==> config.mk <==
export PLATFORM = sky130hd
export DESIGN_NAME = div_seq_unit_flat
export DESIGN_NICKNAME = d
export VERILOG_FILES = /design/src/rtl/div_seq_unit_pkg.sv /design/src/rtl/div_seq_unit_if.sv /design/src/rtl/div_seq_unit_step.sv /design/src/rtl/div_seq_unit.sv /design/src/flat_wrapper.sv
export SDC_FILE = /design/constraint.sdc
export NUM_CORES = 1
export LEC_CHECK = 0
export ABC_CLOCK_PERIOD_IN_PS = 6400
export CAP_MARGIN = 10
export CORE_MARGIN = 3
export CORE_UTILIZATION = 48
export CTS_BUF_LIST = sky130_fd_sc_hd__clkbuf_8
export DETAILED_ROUTE_END_ITERATION = 12
export DONT_BUFFER_PORTS = 1
export SYNTH_ARGS = -nofsm -noshare
export SYNTH_HDL_FRONTEND = slang
export SYNTH_HIERARCHICAL = 1
export SYNTH_SLANG_ARGS = --single-unit
==> constraint.sdc <==
create_clock -name clk -period 6.4 [get_ports clk]
set_input_delay 0.96 -clock clk [delete_from_list [all_inputs] [get_ports clk]]
set_output_delay 0.96 -clock clk [all_outputs]
set_load 0.05 [all_outputs]
==> src/rtl/div_seq_unit_pkg.sv <==
// Shared definitions for the iterative RV32M divider.
// - div_func encodings (DIV/DIVU/REM/REMU) and their bit meanings
// - FSM state encoding (IDLE/CALC/DONE)
// - mapping from the ALU divide function codes to div_func
package div_seq_unit_pkg;

  typedef enum logic [1:0] {
    DivFuncDiv  = 2'b00,
    DivFuncDivu = 2'b01,
    DivFuncRem  = 2'b10,
    DivFuncRemu = 2'b11
  } div_func_e;

  typedef enum logic [1:0] {
    StIdle = 2'b00,
    StCalc = 2'b01,
    StDone = 2'b10
  } div_state_e;

  // ALU function codes that the decoder emits for the M-extension divides.
  localparam logic [4:0] AluDiv  = 5'h10;
  localparam logic [4:0] AluDivu = 5'h11;
  localparam logic [4:0] AluRem  = 5'h12;
  localparam logic [4:0] AluRemu = 5'h13;

  // Bit 1 selects remainder, bit 0 selects unsigned.
  function automatic logic func_is_rem(input logic [1:0] f);
    return f[1];
  endfunction

  function automatic logic func_is_signed(input logic [1:0] f);
    return ~f[0];
  endfunction

  function automatic div_func_e alu_to_div_func(input logic [4:0] alu_func);
    div_func_e f;
    unique case (alu_func)
      AluDiv:  f = DivFuncDiv;
      AluDivu: f = DivFuncDivu;
      AluRem:  f = DivFuncRem;
      AluRemu: f = DivFuncRemu;
      default: f = DivFuncDivu;
    endcase
    return f;
  endfunction

endpackage

==> src/rtl/div_seq_unit_if.sv <==
// EX-stage <-> divider handshake bundle.
// master (EX stage): drives div_req/div_func/div_opa/div_opb/div_flush,
//                    receives div_stall/div_done/div_res.
// slave  (divider) : the reverse.
interface div_seq_unit_if #(
  parameter int unsigned XLEN = 32
);

  logic            div_req;
  logic [1:0]      div_func;
  logic [XLEN-1:0] div_opa;
  logic [XLEN-1:0] div_opb;
  logic            div_flush;
  logic            div_stall;
  logic            div_done;
  logic [XLEN-1:0] div_res;

  modport master (
    output div_req, div_func, div_opa, div_opb, div_flush,
    input  div_stall, div_done, div_res
  );

  modport slave (
    input  div_req, div_func, div_opa, div_opb, div_flush,
    output div_stall, div_done, div_res
  );

endinterface

==> src/rtl/div_seq_unit_step.sv <==
// One restoring-division iteration, purely combinational.
// rem      : current remainder accumulator (XLEN+1 bits)
// dvd_msb  : dividend bit being brought down this step
// divisor  : unsigned divisor magnitude
// rem_next : accumulator after the conditional subtract
// q_bit    : quotient bit produced by this step
module div_seq_unit_step #(
  parameter int unsigned XLEN = 32
) (
  input  logic [XLEN:0]   rem,
  input  logic            dvd_msb,
  input  logic [XLEN-1:0] divisor,
  output logic [XLEN:0]   rem_next,
  output logic            q_bit
);

  logic [XLEN:0] rem_sh;
  logic [XLEN:0] diff;

  always_comb begin
    rem_sh   = {rem[XLEN-1:0], dvd_msb};
    diff     = rem_sh - {1'b0, divisor};
    // A set top bit can only mean the accumulator already exceeds any divisor.
    q_bit    = rem[XLEN] | (rem_sh >= {1'b0, divisor});
    rem_next = q_bit ? diff : rem_sh;
  end

endmodule

==> src/rtl/div_seq_unit.sv <==
// Iterative 32-bit DIV/DIVU/REM/REMU unit beside the EX stage.
// clk, rst : clock, synchronous active-high reset
// bus      : slave side of div_seq_unit_if (req/func/operands/flush in,
//            stall/done/result out)
// One quotient bit per cycle; divide-by-zero and signed overflow take a
// one-cycle fast path. div_res is only meaningful while div_done is high.
module div_seq_unit
  import div_seq_unit_pkg::*;
#(
  parameter int unsigned XLEN = 32
) (
  input logic          clk,
  input logic          rst,
  div_seq_unit_if.slave bus
);

  localparam int unsigned CNT_W = $clog2(XLEN);

  div_state_e      state_q, state_d;
  logic [CNT_W-1:0] cnt_q;
  logic [XLEN-1:0] dvd_q, dvs_q, quo_q, res_q;
  logic [XLEN:0]   rem_q;
  logic            is_rem_q, q_neg_q, r_neg_q;

  logic            op_signed, opa_neg, opb_neg;
  logic [XLEN-1:0] abs_a, abs_b, special_res;
  logic            div_zero, ovf, special, accept, last_step;

  logic [XLEN:0]   rem_nxt;
  logic            q_bit;
  logic [XLEN-1:0] quo_nxt, fin_q, fin_r, fin_res;

  // Operand conditioning and the fast-path decode for an IDLE accept.
  always_comb begin
    op_signed = func_is_signed(bus.div_func);
    opa_neg   = op_signed & bus.div_opa[XLEN-1];
    opb_neg   = op_signed & bus.div_opb[XLEN-1];
    abs_a     = opa_neg ? -bus.div_opa : bus.div_opa;
    abs_b     = opb_neg ? -bus.div_opb : bus.div_opb;
    div_zero  = (bus.div_opb == '0);
    ovf       = op_signed && (bus.div_opa == {1'b1, {(XLEN-1){1'b0}}}) && (bus.div_opb == '1);
    special   = div_zero | ovf;
    if (div_zero) begin
      special_res = func_is_rem(bus.div_func) ? bus.div_opa : '1;
    end else begin
      // Overflow: quotient is the dividend (most negative), remainder zero.
      special_res = func_is_rem(bus.div_func) ? '0 : bus.div_opa;
    end
    accept    = (state_q == StIdle) && bus.div_req && !bus.div_flush;
    last_step = (cnt_q == CNT_W'(XLEN-1));
  end

  div_seq_unit_step #(
    .XLEN(XLEN)
  ) u_step (
    .rem      (rem_q),
    .dvd_msb  (dvd_q[XLEN-1]),
    .divisor  (dvs_q),
    .rem_next (rem_nxt),
    .q_bit    (q_bit)
  );

  always_comb begin
    quo_nxt = {quo_q[XLEN-2:0], q_bit};
    fin_q   = q_neg_q ? -quo_nxt : quo_nxt;
    fin_r   = r_neg_q ? -rem_nxt[XLEN-1:0] : rem_nxt[XLEN-1:0];
    fin_res = is_rem_q ? fin_r : fin_q;
  end

  // State register.
  always_ff @(posedge clk) begin
    if (rst) begin
      state_q <= StIdle;
    end else begin
      state_q <= state_d;
    end
  end

  // Next-state logic.
  always_comb begin
    state_d = state_q;
    if (bus.div_flush) begin
      state_d = StIdle;
    end else begin
      unique case (state_q)
        StIdle: if (bus.div_req) state_d = special ? StDone : StCalc;
        StCalc: if (last_step) state_d = StDone;
        // The req seen next cycle belongs to the following instruction.
        StDone: state_d = StIdle;
        default: state_d = StIdle;
      endcase
    end
  end

  // Outputs.
  always_comb begin
    bus.div_stall = bus.div_req && (state_q != StDone) && !bus.div_flush && !rst;
    bus.div_done  = (state_q == StDone);
    bus.div_res   = res_q;
  end

  // Datapath: latch on accept, one restoring step per CALC cycle.
  always_ff @(posedge clk) begin
    if (rst) begin
      cnt_q    <= '0;
      dvd_q    <= '0;
      dvs_q    <= '0;
      quo_q    <= '0;
      rem_q    <= '0;
      res_q    <= '0;
      is_rem_q <= 1'b0;
      q_neg_q  <= 1'b0;
      r_neg_q  <= 1'b0;
    end else if (!bus.div_flush) begin
      if (accept) begin
        dvd_q    <= abs_a;
        dvs_q    <= abs_b;
        rem_q    <= '0;
        quo_q    <= '0;
        cnt_q    <= '0;
        is_rem_q <= func_is_rem(bus.div_func);
        q_neg_q  <= opa_neg ^ opb_neg;
        r_neg_q  <= opa_neg;
        if (special) res_q <= special_res;
      end else if (state_q == StCalc) begin
        rem_q <= rem_nxt;
        dvd_q <= {dvd_q[XLEN-2:0], 1'b0};
        quo_q <= quo_nxt;
        cnt_q <= cnt_q + 1'b1;
        if (last_step) res_q <= fin_res;
      end
    end
  end

endmodule

==> src/flat_wrapper.sv <==
// flat-port wrapper written by rule: the top's interface ports become plain ports
module div_seq_unit_flat import div_seq_unit_pkg::*;
#(
  parameter int unsigned XLEN = 32
)
  (clk, rst, bus_div_req, bus_div_func, bus_div_opa, bus_div_opb, bus_div_flush, bus_div_stall, bus_div_done, bus_div_res);
  div_seq_unit_if #(.XLEN(XLEN)) bus_i ();
  input logic clk;
  input logic rst;
  input wire logic [$bits(bus_i.div_req)-1:0] bus_div_req;
  input wire logic [$bits(bus_i.div_func)-1:0] bus_div_func;
  input wire logic [$bits(bus_i.div_opa)-1:0] bus_div_opa;
  input wire logic [$bits(bus_i.div_opb)-1:0] bus_div_opb;
  input wire logic [$bits(bus_i.div_flush)-1:0] bus_div_flush;
  output wire logic [$bits(bus_i.div_stall)-1:0] bus_div_stall;
  output wire logic [$bits(bus_i.div_done)-1:0] bus_div_done;
  output wire logic [$bits(bus_i.div_res)-1:0] bus_div_res;
  assign bus_i.div_req = bus_div_req;
  assign bus_i.div_func = bus_div_func;
  assign bus_i.div_opa = bus_div_opa;
  assign bus_i.div_opb = bus_div_opb;
  assign bus_i.div_flush = bus_div_flush;
  assign bus_div_stall = bus_i.div_stall;
  assign bus_div_done = bus_i.div_done;
  assign bus_div_res = bus_i.div_res;
  div_seq_unit #(.XLEN(XLEN)) u_core (.clk(clk), .rst(rst), .bus(bus_i));
endmodule
==> qor.txt, run 1 <==
status - finished, final reports clean
I/O Buffers - 0
Final Max Tran Viols - 0
clk_lat worst skew - 490 ps
DR vias/cell - 6.29
first-pass GRT wire length - 60000 um
DR WL/cell - 21.3 um
Primary FF master, synth - dfxtp_1
synthesized area - 12200 um^2
synth cell count leaders - 178 x nor2_1, 170 x dfxtp_1, 170 x nand2_1
slew margin rel. - 0.209
launching element type of the critical path - register
RSZ-0062 raised after global routing - no
Worst Hold Depth - 2
Post-Syn Nets - 1666
internal power - 1.60 mW
r2r setup slk - 720 ps
Worst R2R Path Depth - 17
area grow syn2layout - 4.52%
clk buf depth - 2
worst r2r src - u_core/dvs_q[7]
Yosys top cell area share - 0.280
ranking of synthesized cells by area - dfxtp_1 28%, xnor2_1 6.1%, nor2_1 5.5%
CTS tree - done
flops & latches, synth - 170
Final Critical Period - 5680 ps
Die W - 165 um
drt initial violations - 1248
H-tree levels - 4
Setup CP Type - reg -> reg
DRC viols - 0
via count - 11500
Post-synth EDFFs - 0
most common cell in the netlist - nor2_1
IO Count - 104
Cells after Synth - 1556
Sw Ratio - 0.343
fin area - 12700 um^2
fmax - 0.176 GHz
Comb power frac - 0.218
diodes inserted - 0
Leakage - 4.71 nW
Hold-fix buffers, CTS - 0
Total Die Area - 27300 um^2
HP Class - reg -> reg
Reg power frac - 0.455
root cell of the clock tree - clkbuf_8
Final Util - 0.516
Initial Utilization - 0.494
Clk pwr share - 0.327
reg-to-reg critical path endpoint - u_core/bus.div_res[25]
required time worst endpoint - 6740 ps
# placed instances - 1804
Ys Warns - 6
CP arrival - 6010 ps
total CTS buffers - 17
PostCTS Resize Cnt - 0
worst hold slack - 460 ps
Sink Count - 170
core area - 24600 um^2
Worst Tran Pin Value - 1180 ps
vias in the first global route - 10600
Final period util - 0.887
PD cells - 191 nW/um^2
Setup-failing EPs final - 0
Nets - 1609
# rows - 57
maximum vdd ir drop - 0.000114 V
drt first pass iters - 6
Max Cap Viol - 0
Hold Startpoint - u_core/dvd_q[0]
Hold Path End - u_core/dvd_q[1]
setup TNS - 0 ps
Hold Fails Final Rpt - 0
Die Y - 165 um
post-CTS setup buffer count - 0
syn avg cell area - 7.81 um^2
Clock Pin Slew Worst Setup and Hold Paths - 120 ps
largest net degree at the start of global routing - 128
Synth async-reset ratio - 0
Psw - 833 uW
initial antenna violation count - 1
sequential share of the synthesized area - 0.280
DP HPWL - 28600 um
leading area contributor after synthesis - dfxtp_1
dpl cell area - 12300 um^2
Routed Antenna Nets - 0
routability congestion estimate - 0.916
Worst setup EP type - register
Cell variety after synth - 83
share of layout cells above drive strength 1 - 0.0701
Cell Count, Final, Fillers Out - 1836
Tot GR Track Use - 0.281
GR Overflow Total - 0
DRT Wirelength - 39200 um
crit-path max FO - 20
clock skew - 20.0 ps
[power groups by stage]
stage          Sequential, mW  Clock [mW]  Combinational, mW
4_1_cts                  1.11       0.808              0.519
6_report                 1.11       0.795              0.529
3_3_place_gp             1.13           0              0.515
5_1_grt                  1.11       0.844              0.579
3_5_place_dp             1.13           0              0.516
2_1_floorplan            1.12           0              0.414
[worst max-delay path by stage]
stage | start | depth (start not counted) | slack (ps) | endpoint
floorplan | u_core/dvs_q[12] | 18 | 1810 | u_core/bus.div_res[31]
global placement | u_core/dvs_q[7] | 17 | 990 | u_core/bus.div_res[31]
detailed placement | u_core/dvs_q[7] | 17 | 880 | u_core/bus.div_res[31]
CTS | u_core/dvs_q[7] | 17 | 830 | u_core/bus.div_res[31]
global route | u_core/dvs_q[7] | 17 | 220 | u_core/bus.div_res[31]
finish | u_core/dvs_q[7] | 17 | 720 | u_core/bus.div_res[25]
[layer usage]
metal | share of wire | up-vias | GRT usage
met5 | 0.00033 | - | 0
met4 | 0.027 | 2 | 0.0869
met3 | 0.065 | 48 | 0.0544
met2 | 0.45 | 376 | 0.445
met1 | 0.45 | 5510 | 0.385
li1 | - | 5610 | -
[stage by stage]
step                worst slack, ps  power, mW
global placement                989       1.65
finish                          724       2.43
CTS                             826       2.43
global route                    222       2.53
floorplan                      1810       1.54
detailed placement              876       1.65
[layout by cell type, fill, tap and decap left out, drive strengths merged, types with 5 or more instances in the layout]
| cell | netlist | routed |
|---|---|---|
| inv | 72 | 81 |
| ha | 39 | 39 |
| maj3 | 21 | 21 |
| nand4 | 18 | 18 |
| nor3 | 23 | 23 |
| nor3b | 5 | 5 |
| a31oi | 36 | 36 |
| and3 | 14 | 14 |
| nor2b | 10 | 10 |
| o22ai | 12 | 12 |
| xnor2 | 85 | 85 |
| or4 | 20 | 20 |
| or3 | 15 | 15 |
| o21bai | 6 | 6 |
| nand3 | 16 | 16 |
| xor2 | 58 | 58 |
| mux2i | 10 | 10 |
| a21o | 13 | 13 |
| nor2 | 179 | 179 |
| dfxtp | 170 | 170 |
| nor4 | 24 | 24 |
| nand2 | 170 | 170 |
| o211ai | 19 | 19 |
| a21oi | 75 | 75 |
| a311oi | 22 | 22 |
| a41oi | 8 | 8 |
| or2 | 6 | 6 |
| and4 | 7 | 7 |
| clkbuf | 75 | 17 |
| nand2b | 8 | 8 |
| a22oi | 71 | 71 |
| buf | 24 | 23 |
| a211oi | 33 | 33 |
| o21ai | 71 | 71 |
| mux2 | 5 | 5 |
| o31ai | 54 | 54 |
| o41ai | 24 | 24 |
[registers in the layout (all words and copies together) (netlist names)]
register and flops:
u_core/rem_q 33, u_core/dvd_q 32, u_core/r_neg_q 1, u_core/is_rem_q 1, u_core/q_neg_q 1, u_core/cnt_q 5
u_core/dvs_q 32, u_core/state_q 2, u_core/bus.div_res 32, u_core/quo_q 31
[cells by family (layout without fill, tap and decap cells)]
| logic type | count (synthesis) | after routing | synth area share |
|---|---|---|---|
| buffers and inverters | 171 | 127 | 0.0600 |
| DFF | 170 | 170 | 0.280 |
| and+or+nand+nor | 525 | 525 | 0.208 |
| xor gates and xnor gates | 143 | 143 | 0.103 |
| AOI/OAI and AO/OA | 471 | 471 | 0.276 |
| adders and majority gates | 61 | 61 | 0.0591 |
| muxes | 15 | 15 | 0.0141 |
[critical path: stages, from the launching register on]
cell	delay (ps)
dfxtp_1	350
inv_1	50
ha_1	350
a21oi_1	280
o211ai_1	170
o211ai_1	300
a41oi_2	220
nor4_2	330
o31ai_2	150
a21oi_4	530
inv_2	240
mux2_4	380
nor4_1	640
nand3_1	510
o41ai_1	480
xnor2_1	160
a222oi_1	260
a21oi_1	110
[final cells by class]
| cell class | count | area (um^2) |
|---|---|---|
| clock buffers | 17 | 234 |
| clock inverters | 15 | 156 |
| fillers | 2480 | 11900 |
| inverters | 72 | 270 |
| multi-input cells | 1215 | 8060 |
| flip-flops and latches | 170 | 3400 |
| well taps | 324 | 405 |
| repair buffers | 23 | 173 |
Note: power is estimated with default switching activity, not from simulation.
==> run 2: changes to the inputs <==
--- a/config.mk
+++ b/config.mk
@@ -16,3 +16,4 @@
 export SYNTH_HDL_FRONTEND = slang
 export SYNTH_HIERARCHICAL = 1
 export SYNTH_SLANG_ARGS = --single-unit
+export TNS_END_PERCENT = 50
==> results of run 2 <==
No change in the layout: final DEF, timing and power equal those of run 1.
==> run 3: changes to the inputs <==
==> constraint.sdc (replaced) <==
create_clock -name clk -period 6.4 [get_ports clk]
set_input_delay 1.28 -clock clk [delete_from_list [all_inputs] [get_ports clk]]
set_output_delay 1.28 -clock clk [all_outputs]
set_load 0.05 [all_outputs]
==> results of run 3 <==
No change in the layout: final DEF, timing and power equal those of run 1.
